===== src/rtl/alu_ctrl_fsm.sv =====
// Multi-cycle FETCH/DECODE/EXEC sequencer for the 8-bit softcore.
// It owns the fetch handshake, the PC and the compare flags, and it drives the ALU strobes.
`ifndef ISA_INSN_COUNT
`define ISA_ADD        0
`define ISA_ADDI       1
`define ISA_SH         2
`define ISA_SHI        3
`define ISA_NOT        4
`define ISA_AND        5
`define ISA_OR         6
`define ISA_XOR        7
`define ISA_INSN_COUNT 8
`endif

`ifndef ALU_FLAG_EQ
`define ALU_FLAG_EQ 0
`define ALU_FLAG_GT 1
`endif

module alu_ctrl_fsm #(
    parameter int BIT_COUNT  = 8,
    parameter int PC_WIDTH   = 8,
    parameter int INSN_COUNT = `ISA_INSN_COUNT
) (
    input  logic                  clk,
    input  logic                  rst,
    output logic                  imem_req,
    output logic [PC_WIDTH-1:0]   imem_addr,
    input  logic                  imem_ack,
    input  logic [BIT_COUNT-1:0]  imem_rdata,
    output logic                  rf_rd_en,
    output logic [3:0]            rf_rd_addr,
    output logic                  bus_imm_sel,
    output logic [INSN_COUNT-1:0] alu_insn_en,
    input  logic [1:0]            alu_flags,
    output logic                  acc_we,
    output logic [PC_WIDTH-1:0]   pc,
    output logic                  halted,
    output logic                  illegal
);

    localparam logic [1:0] S_FETCH  = 2'd0;
    localparam logic [1:0] S_DECODE = 2'd1;
    localparam logic [1:0] S_EXEC   = 2'd2;
    localparam logic [1:0] S_HALT   = 2'd3;

    localparam logic [3:0] OP_NOP  = 4'h0;
    localparam logic [3:0] OP_ADD  = 4'h1;
    localparam logic [3:0] OP_ADDI = 4'h2;
    localparam logic [3:0] OP_SH   = 4'h3;
    localparam logic [3:0] OP_SHI  = 4'h4;
    localparam logic [3:0] OP_NOT  = 4'h5;
    localparam logic [3:0] OP_AND  = 4'h6;
    localparam logic [3:0] OP_OR   = 4'h7;
    localparam logic [3:0] OP_XOR  = 4'h8;
    localparam logic [3:0] OP_CMP  = 4'h9;
    localparam logic [3:0] OP_BEQ  = 4'hA;
    localparam logic [3:0] OP_BGT  = 4'hB;
    localparam logic [3:0] OP_JMP  = 4'hC;
    localparam logic [3:0] OP_HALT = 4'hD;

    localparam logic [PC_WIDTH-1:0] PC_ONE = {{(PC_WIDTH-1){1'b0}}, 1'b1};

    logic [1:0]           state_q, state_d;
    logic [PC_WIDTH-1:0]  pc_q, pc_d;
    logic [BIT_COUNT-1:0] ir_q, ir_d;
    logic                 flag_eq_q, flag_eq_d;
    logic                 flag_gt_q, flag_gt_d;
    logic                 illegal_q, illegal_d;

    logic [3:0] opcode;
    logic [3:0] imm;

    assign opcode = ir_q[7:4];
    assign imm    = ir_q[3:0];

    function automatic logic is_reg_op(input logic [3:0] op);
        return op inside {OP_ADD, OP_SH, OP_AND, OP_OR, OP_XOR, OP_CMP};
    endfunction

    function automatic logic is_imm_op(input logic [3:0] op);
        return op inside {OP_ADDI, OP_SHI};
    endfunction

    function automatic logic writes_acc(input logic [3:0] op);
        return (op >= OP_ADD) && (op <= OP_XOR);
    endfunction

    // CMP reuses the XOR datapath; only the flags are kept from it.
    function automatic logic [INSN_COUNT-1:0] alu_enable(input logic [3:0] op);
        logic [INSN_COUNT-1:0] en;
        en = '0;
        case (op)
            OP_ADD:         en[`ISA_ADD]  = 1'b1;
            OP_ADDI:        en[`ISA_ADDI] = 1'b1;
            OP_SH:          en[`ISA_SH]   = 1'b1;
            OP_SHI:         en[`ISA_SHI]  = 1'b1;
            OP_NOT:         en[`ISA_NOT]  = 1'b1;
            OP_AND:         en[`ISA_AND]  = 1'b1;
            OP_OR:          en[`ISA_OR]   = 1'b1;
            OP_XOR, OP_CMP: en[`ISA_XOR]  = 1'b1;
            default:        en = '0;
        endcase
        return en;
    endfunction

    function automatic logic [PC_WIDTH-1:0] sext_imm(input logic [3:0] v);
        return {{(PC_WIDTH-4){v[3]}}, v};
    endfunction

    always_comb begin
        state_d   = state_q;
        pc_d      = pc_q;
        ir_d      = ir_q;
        flag_eq_d = flag_eq_q;
        flag_gt_d = flag_gt_q;
        illegal_d = illegal_q;
        case (state_q)
            S_FETCH: begin
                if (imem_ack) begin
                    ir_d    = imem_rdata;
                    state_d = S_DECODE;
                end
            end
            S_DECODE: begin
                state_d = (opcode == OP_HALT) ? S_HALT : S_EXEC;
            end
            S_EXEC: begin
                state_d = S_FETCH;
                pc_d    = pc_q + PC_ONE;
                case (opcode)
                    OP_CMP: begin
                        flag_eq_d = alu_flags[`ALU_FLAG_EQ];
                        flag_gt_d = alu_flags[`ALU_FLAG_GT];
                    end
                    OP_BEQ: if (flag_eq_q) pc_d = pc_q + sext_imm(imm);
                    OP_BGT: if (flag_gt_q) pc_d = pc_q + sext_imm(imm);
                    OP_JMP: pc_d = pc_q + sext_imm(imm);
                    4'hE, 4'hF: illegal_d = 1'b1;
                    default: ;
                endcase
            end
            S_HALT: begin
                state_d = S_HALT;
            end
            default: begin
                state_d = S_FETCH;
            end
        endcase
    end

    // Control state: reset wins over a same-cycle ack.
    always_ff @(posedge clk) begin
        if (rst) begin
            state_q   <= S_FETCH;
            pc_q      <= '0;
            flag_eq_q <= 1'b0;
            flag_gt_q <= 1'b0;
            illegal_q <= 1'b0;
        end else begin
            state_q   <= state_d;
            pc_q      <= pc_d;
            flag_eq_q <= flag_eq_d;
            flag_gt_q <= flag_gt_d;
            illegal_q <= illegal_d;
        end
    end

    always_ff @(posedge clk) begin
        ir_q <= ir_d;
    end

    // Moore outputs; rst forces every strobe low during the reset cycle itself.
    always_comb begin
        imem_req    = 1'b0;
        rf_rd_en    = 1'b0;
        bus_imm_sel = 1'b0;
        alu_insn_en = '0;
        acc_we      = 1'b0;
        if (!rst) begin
            imem_req    = (state_q == S_FETCH);
            rf_rd_en    = (state_q == S_DECODE) && is_reg_op(opcode);
            bus_imm_sel = ((state_q == S_DECODE) || (state_q == S_EXEC)) && is_imm_op(opcode);
            if (state_q == S_EXEC) begin
                alu_insn_en = alu_enable(opcode);
                acc_we      = writes_acc(opcode);
            end
        end
    end

    assign imem_addr  = pc_q;
    assign rf_rd_addr = imm;
    assign pc         = pc_q;
    assign halted     = (state_q == S_HALT);
    assign illegal    = illegal_q;

endmodule

===== config.mk =====
export PLATFORM = sky130hd
export DESIGN_NAME = alu_ctrl_fsm
export DESIGN_NICKNAME = d
export VERILOG_FILES = /design/src/rtl/alu_ctrl_fsm.sv
export SDC_FILE = /design/constraint.sdc
export NUM_CORES = 1
export LEC_CHECK = 0
export CORE_UTILIZATION = 47
export CTS_CLUSTER_DIAMETER = 150
export CTS_CLUSTER_SIZE = 30
export DETAILED_ROUTE_END_ITERATION = 16
export MAX_ROUTING_LAYER = met4
export PLACE_DENSITY = 0.85
export SYNTH_ARGS = -nofsm -noshare
export SYNTH_HDL_FRONTEND = slang
export SYNTH_SLANG_ARGS = --single-unit

===== constraint.sdc =====
create_clock -name clk -period 2.7 [get_ports clk]
set_input_delay 0.54 -clock clk [delete_from_list [all_inputs] [get_ports clk]]
set_output_delay 0.54 -clock clk [all_outputs]
set_load 0.05 [all_outputs]

=== Word-level counts from Yosys, hierarchy flattened ===
Cells that the tools add are included.

* Order comparisons: 2
* $add $sub $neg: 2
* Equality and inequality tests: 19
* Reductions and logical operators: 12
* Mux-type cells: 21

{| class="wikitable"
|+ Operator list
! cell !! count
|-
| $eq A4 B4 Y1 const B || 8
|-
| $mux W8 || 4
|-
| $pmux W8 S3 || 1
|-
| $eq A4 B3 Y1 const B || 4
|-
| $mux W1 || 14
|-
| $add A8 B1 Y8 const B || 1
|-
| $add A8 B8 Y8 || 1
|-
| $eq A4 B2 Y1 const B || 2
|-
| $pmux W2 S4 || 1
|-
| $reduce_and A2 Y1 || 3
|-
| $reduce_bool A6 Y1 || 1
|-
| $eq A2 B2 Y1 const B || 2
|-
| $eq A4 B1 Y1 const B || 1
|-
| $ge A4 B1 Y1 const B || 1
|-
| $le A4 B4 Y1 const B || 1
|-
| $reduce_or A2 Y1 || 2
|-
| $logic_and A1 B1 Y1 || 3
|-
| $eq A2 B1 Y1 const B || 1
|-
| $logic_not A2 Y1 || 1
|-
| $mux W2 || 1
|-
| $ne A2 B2 Y1 const B || 1
|-
| $reduce_bool A2 Y1 || 1
|-
| $logic_or A1 B1 Y1 || 1
|}

* Word-level logic and storage cells: 62
* Input port bits: 13
* Output and inout port bits: 34
* Bits in registers: 21

=== Depth between registers and ports, before layout ===
Gate-level depths: netlist (run 1).

* Word-level depth: 5
* Gate-level depth with buffers: 7

=== Worst setup path after synthesis (run 1) ===
Ideal clock, no wire load.

* Path kind: register to output
* Start: register state_q[0]
* End: output port alu_insn_en[7]
* Arrival time: 2.274 ns
* Stages on the path, launching flop included: 5
* Setup slack: -0.114 ns
* Cells stage by stage: dfxtp_1 > inv_1 > ha_1 > or3b_2 > nor3b_1

* Longest elaborated chain between the ends: 3

{| class="wikitable"
|+ Ends and longest elaborated chain
! what !! line !! source
|-
| start: declaration || 64 || <nowiki>logic [1:0] state_q, state_d;</nowiki>
|-
| start signal: assignment || 161 || <nowiki>state_q <= state_d;</nowiki>
|-
| $eq A2 B2 Y1 || 184 || <nowiki>if (state_q == S_EXEC) begin</nowiki>
|-
| $mux W8 || 184 ||
|-
| $mux W8 || 180 || <nowiki>if (!rst) begin</nowiki>
|-
| end: declaration || 34 || <nowiki>output logic [INSN_COUNT-1:0] alu_insn_en,</nowiki>
|}

No other way between the ends.

=== Worst setup path after layout (run 1) ===
* Start: register ir_q[5]
* End: output port alu_insn_en[7]

* Longest elaborated chain between the ends: 5
* Elaborated cells between the ends (all ways): 6

{| class="wikitable"
|+ Ends and longest elaborated chain
! what !! line !! source
|-
| start: declaration || 66 || <nowiki>logic [BIT_COUNT-1:0] ir_q, ir_d;</nowiki>
|-
| start signal: assignment || 170 || <nowiki>ir_q <= ir_d;</nowiki>
|-
| $eq A4 B4 Y1 || 93 || <nowiki>case (op)</nowiki>
|-
| $reduce_or A2 Y1 (*) || 93 ||
|-
| $mux W1 (*) || 93 ||
|-
| $mux W8 (*) || 184 ||
|-
| $mux W8 (*) || 180 ||
|}

Every way passes the cells marked *; elsewhere a longest branch is shown, timed or not.

==> impl_metrics.ini, run 1 <==
[placed_design]
hpwl_um = 2678
gp_congestion = 0.8586
port_buffers = 46
pre_cts_ws_ps = 278.6

[logic_synthesis]
syn-cell-area_sq_um = 1575
ys_seq_area_share_pct = 31.77
ys.flop_type = dfxtp_1
synth.distinct_cells = 47
synth_top_area_cell = dfxtp_1
netlist.area_leader.share_pct = 16.52
synth_area_per_cell_sq_um = 8.950
synth_async_sr_flop_share_pct = 0
yosys.cell_count.top_type = nor2_1
synthCells = 176
yosysWarnings = 0
synth_commonest_cells = 25 x nor2_1, 13 x dfxtp_1, 13 x ha_1
synth_edf_count = 8
synth.net_count = 203
netlist_top_cells_area = dfxtp_1 17%, edfxtp_1 15%, ha_1 10%
ys_ff_latch = 21

[clocking]
post_cts_resized = 0
cts_setup_buffers = 0
numCtsBuffers = 3
clkLatencyLatePin_ps = 330
clock-sinks = 21
clkTransAtPathRegs_ps = 130
ctsHoldBuffers = 0
cts_root_buf = clkbuf_4
cts_tree = done
clock_path_buffers = 2
h-tree-depth = 1

[critical_path]
cp.arrival_ps = 1970
endpoint_kind = output pin
cp_max_fo = 11
required_ps = 2160
criticalPathCategory = reg2out
start_kind = register

[grt]
grtUsageMet1_pct = 28.40
grtUsageMet3_pct = 5.844
grt_pass1_vias = 1296
busiest_layer = met2
grt_pass1_wl_um = 5906
grt-ovfl-total = 0
grt_util_met2_pct = 35.24
grt_max_degree = 23
antenna_found_initial = 0
track_usage_pct = 23.03

[timing]
rsz0062_at_grt = false
worstMarginPinSlew_ps = 679.5
layout_setup_ws_ps = 189.5
hold_viol = 0
post-route-period-util_pct = 92.98
slew_violations = 0
setup_violations = 0
period_needed_ps = 2511
relSlewSlack_pct = 54.70
final.setup.tns_ps = 0
clock_skew_ps = 7.881
fmax_mhz = 398.3

[final_layout]
area_delta_synth_final_pct = 34.63
antenna_cells = 0
drive_gt1_share_pct = 12.98
fin_nets = 236

[route]
vias = 1412
dr.first_iter.drc_count = 61
wl_per_cell_um = 14.37
ant_nets = 0
drtPass1Iterations = 4
wirelength_um = 3622
drc = 0
vias_per_cell = 5.603

[power_and_ir_drop]
powerDensity_nw_per_um2 = 527.6
max-vdd-ir-drop_mv = 0.4325
p_leak_nw = 0.7548

[floorplan]
fp.dieW_um = 59.90
core_sq_um = 3128
rows = 20
die_area_sq_um = 3587
die_h_um = 59.90
start_util_pct = 50.36
ios = 47

[worst_hold_path]
min_path_type = reg2reg

[status]
status = completed

[job]
max_cap_violations = 0
==> layer usage <==
metal  vias to the layer above  share of wire (%)
met1                       660                 44
met5                         -                  0
met3                         9                5.7
li1                        692                  -
met2                        51                 48
met4                         0                2.2
==> worst paths after layout <==
kind	startpoint	endpoint	slack, ps	cells after the start
hold reg to reg	flag_eq_q$_SDFFE_PP0P_	flag_eq_q$_SDFFE_PP0P_	500	2
setup / recovery	ir_q[5]$_DFFE_PP_	alu_insn_en[7]	190	3
setup reg to reg	imem_addr[0]$_SDFFE_PP0P_	imem_addr[6]$_SDFFE_PP0P_	470	7
hold / removal	flag_eq_q$_SDFFE_PP0P_	flag_eq_q$_SDFFE_PP0P_	500	2
==> area by class of cell <==
| cell class | instances | area [sq um] |
|---|---|---|
| Sequential cell | 21 | 500.5 |
| Tap cell | 44 | 55.05 |
| Inverter | 3 | 11.26 |
| Clock inverter | 1 | 7.507 |
| Multi-Input combinational cell | 131 | 920.9 |
| Clock buffer | 3 | 22.52 |
| Timing Repair Buffer | 49 | 603.1 |
| Fill cell | 242 | 1007 |
==> placed cells by master (no fill, tap or decap), drive strengths merged, types with 4 or more instances in the layout <==
master / Yosys / routed
nor3: 6 / 6
a211oi: 7 / 7
dfxtp: 13 / 13
nand2: 9 / 9
nor2: 25 / 25
nor3b: 4 / 4
ha: 13 / 13
xor2: 5 / 5
edfxtp: 8 / 8
a21oi: 12 / 12
clkdlybuf4s50: 0 / 34
o21ai: 7 / 7
buf: 17 / 15
==> cells by family after synthesis <==
| logic type | count (synthesis) | synth area share, % |
|---|---|---|
| flops | 21 | 31.77 |
| buf+inv | 24 | 10.09 |
| simple gates | 68 | 23.11 |
| mux | 3 | 2.144 |
| xor+xnor | 8 | 4.448 |
| compound gates | 38 | 16.84 |
| fa+ha+maj | 14 | 11.60 |
==> metrics by stage <==
step	cell area, sq um	power, mW	cells	utilization [%]	hold slack, ps
after global routing	2121	1.185	252	67.80	534.8
final	2121	1.119	252	67.80	501.2
after floorplan	1580	0.8116	176	-	463.8
after detailed placement	2091	0.9561	248	66.84	476.5
after global placement	2091	0.9361	248	66.84	474.3
after CTS	2121	1.120	252	67.80	503.9
==> critical path, stage by stage, from the launching register on <==
cell,delay (ps)
edfxtp_1,610
or3b_2,600
nor3b_2,250
buf_12,170
==> flip-flops by register name, indices dropped and copies added, names as in the netlist <==
name       count
flag_eq_q      1
illegal        1
ir_q           8
state_q        2
imem_addr      8
flag_gt_q      1
==> power breakdown <==
| group | leakage, nW | internal, mW | switching, mW |
|---|---|---|---|
| combinational | 0.560 | 0.208 | 0.312 |
| sequential | 0.181 | 0.370 | 0.0618 |
| clock | 0.0139 | 0.0569 | 0.110 |
| total | 0.755 | 0.635 | 0.484 |
No activity file was read; power rests on OpenSTA's default activity.
==> inputs of run 2 (changes only) <==
CORE_UTILIZATION = 35   (was 47)
PLACE_DENSITY = 0.67   (was 0.85)
==> run 2 against run 1 <==
  * Sequential power barely moved
  * Cell count rose by 2.8%
  * Largest power group unchanged
  * Highest routed layer unchanged
  * Critical path type is now in2out
  * Core utilization fell by 19 points
  * Global-route usage fell by 8.0 points
==> impl_metrics.ini, run 2 (synthesis results as in run 1) <==
[floorplan]
die_area_sq_um = 4773
core_sq_um = 4354
ios = 47
die_h_um = 69.09
fp.dieW_um = 69.09
start_util_pct = 36.18
rows = 24

[clocking]
clkTransAtPathRegs_ps = 80
cts_root_buf = clkbuf_8
numCtsBuffers = 3
post_cts_resized = 0
clock-sinks = 21
cts_tree = done
clock_path_buffers = 2
h-tree-depth = 1
cts_setup_buffers = 0
clkLatencyLatePin_ps = 260
ctsHoldBuffers = 0

[final_layout]
fin_nets = 235
fillerInstances = 412
drive_gt1_share_pct = 12.56
layout_commonest_cell = clkdlybuf4s50_1
mostFrequentLayoutCells = 34 x clkdlybuf4s50_1, 25 x nor2_1, 13 x ha_1, 13 x dfxtp_1
stdcell_area_sq_um = 2140
antenna_cells = 0
area_delta_synth_final_pct = 35.82
seq_area_sq_um = 500.5
multiInputGateArea_sq_um = 920.9

[route]
drtPass1Iterations = 4
dr.first_iter.drc_count = 87
vias_per_cell = 5.178
wirelength_um = 3282
ant_nets = 0
drc = 0
wl_per_cell_um = 12.67
vias = 1341

[timing]
rsz0062_at_grt = false
relSlewSlack_pct = 56.92
clock_skew_ps = 2.015
period_needed_ps = 2418
final.setup.tns_ps = 0
post-route-period-util_pct = 89.55
slew_violations = 0
setup_violations = 0
fmax_mhz = 413.6
worstMarginPinSlew_ps = 646.2
hold_viol = 0

[critical_path]
rrSetupSlack_ps = 530
r2r-end = imem_addr[6]$_SDFFE_PP0P_
cp_max_fo = 21
critPathSlowestCell = clkdlybuf4s50_1
r2r_start = imem_addr[0]$_SDFFE_PP0P_
required_ps = 2160
crit_path_max_incr_delay_ps = 420
crit_chain = clkdlybuf4s50_1 > buf_4 > nor2_1 > nand2_1 > nor3_1 > buf_12
criticalPathCategory = in2out
cp.arrival_ps = 1880
start_kind = input port
endpoint_kind = output pin
r2r_cells = 7

[grt]
grt-ovfl-total = 0
grt_pass1_vias = 1290
track_usage_pct = 15.04
antenna_found_initial = 0
grt_max_degree = 23
grt_pass1_wl_um = 5802

[worst_hold_path]
hold_end = illegal$_SDFFE_PP0P_
hp-start = illegal$_SDFFE_PP0P_
holdPathStages = 2
min_path_type = reg2reg

[power_and_ir_drop]
max-vdd-ir-drop_mv = 0.3174
p_leak_nw = 0.7616
powerDensity_nw_per_um2 = 535.9

[placed_design]
port_buffers = 46
placed_area_sq_um = 2093
gp_congestion = 0.7643
hpwl_um = 2460

[status]
status = completed

[job]
max_cap_violations = 0
==> run 2: layer usage <==
| layer | vias to the layer above | GRT usage [%] | share of wire, % |
|---|---|---|---|
| met1 | 619 | 20.33 | 48 |
| met5 | - | - | 0 |
| met3 | 2 | 1.901 | 3.5 |
| met2 | 34 | 24.06 | 48 |
| li1 | 686 | - | - |
| met4 | 0 | 3.401 | 0.52 |
==> run 2: critical path, delay by kind of cell <==
| kind | cells | cell delay [ps] |
|---|---|---|
| AND/OR/NAND/NOR | 3 | 520 |
| buffers and inverters | 3 | 820 |
==> run 2: worst max path at each step <==
| stage | depth (start not counted) | end | start | slack (ps) |
|---|---|---|---|---|
| after floorplan | 4 | acc_we | state_q[0]$_SDFFE_PP0P_ | 70 |
| final | 6 | alu_insn_en[2] | rst | 280 |
| after CTS | 3 | alu_insn_en[7] | ir_q[5]$_DFFE_PP_ | 270 |
| after global placement | 6 | alu_insn_en[2] | rst | 290 |
| after global routing | 3 | alu_insn_en[7] | ir_q[5]$_DFFE_PP_ | 200 |
| after detailed placement | 6 | alu_insn_en[2] | rst | 290 |
==> run 2: stage by stage <==
step / worst slack (ps) / hold WS (ps) / power, mW / utilization, % / instances
CTS: 273.9 / 497.5 / 1.159 / 49.14 / 259
global placement: 290.4 / 468.7 / 0.9410 / 48.07 / 255
floorplan: 69.08 / 463.8 / 0.8116 / - / 176
finish: 282.2 / 494.8 / 1.147 / 49.14 / 259
global route: 198.6 / 550.9 / 1.220 / 49.14 / 259
detailed placement: 294.2 / 479.3 / 0.9472 / 48.07 / 255
==> run 2: final cells by class <==
class                      instances  share of cell area, %
multi-input combinational        131                  43.04
timing repair buffer              48                  27.84
sequential                        21                  23.39
tap                               52                  3.041
clock buffer                       3                  1.930
inverter                           3                 0.5263
clock inverter                     1                 0.2339
==> run 2: power breakdown <==
part           leakage (nW)  internal [mW]  total, mW  switching (mW)
registers             0.181          0.371      0.429          0.0583
logic                 0.555          0.204      0.509           0.305
clock network        0.0255          0.103      0.209           0.106
total                 0.762          0.678       1.15           0.469
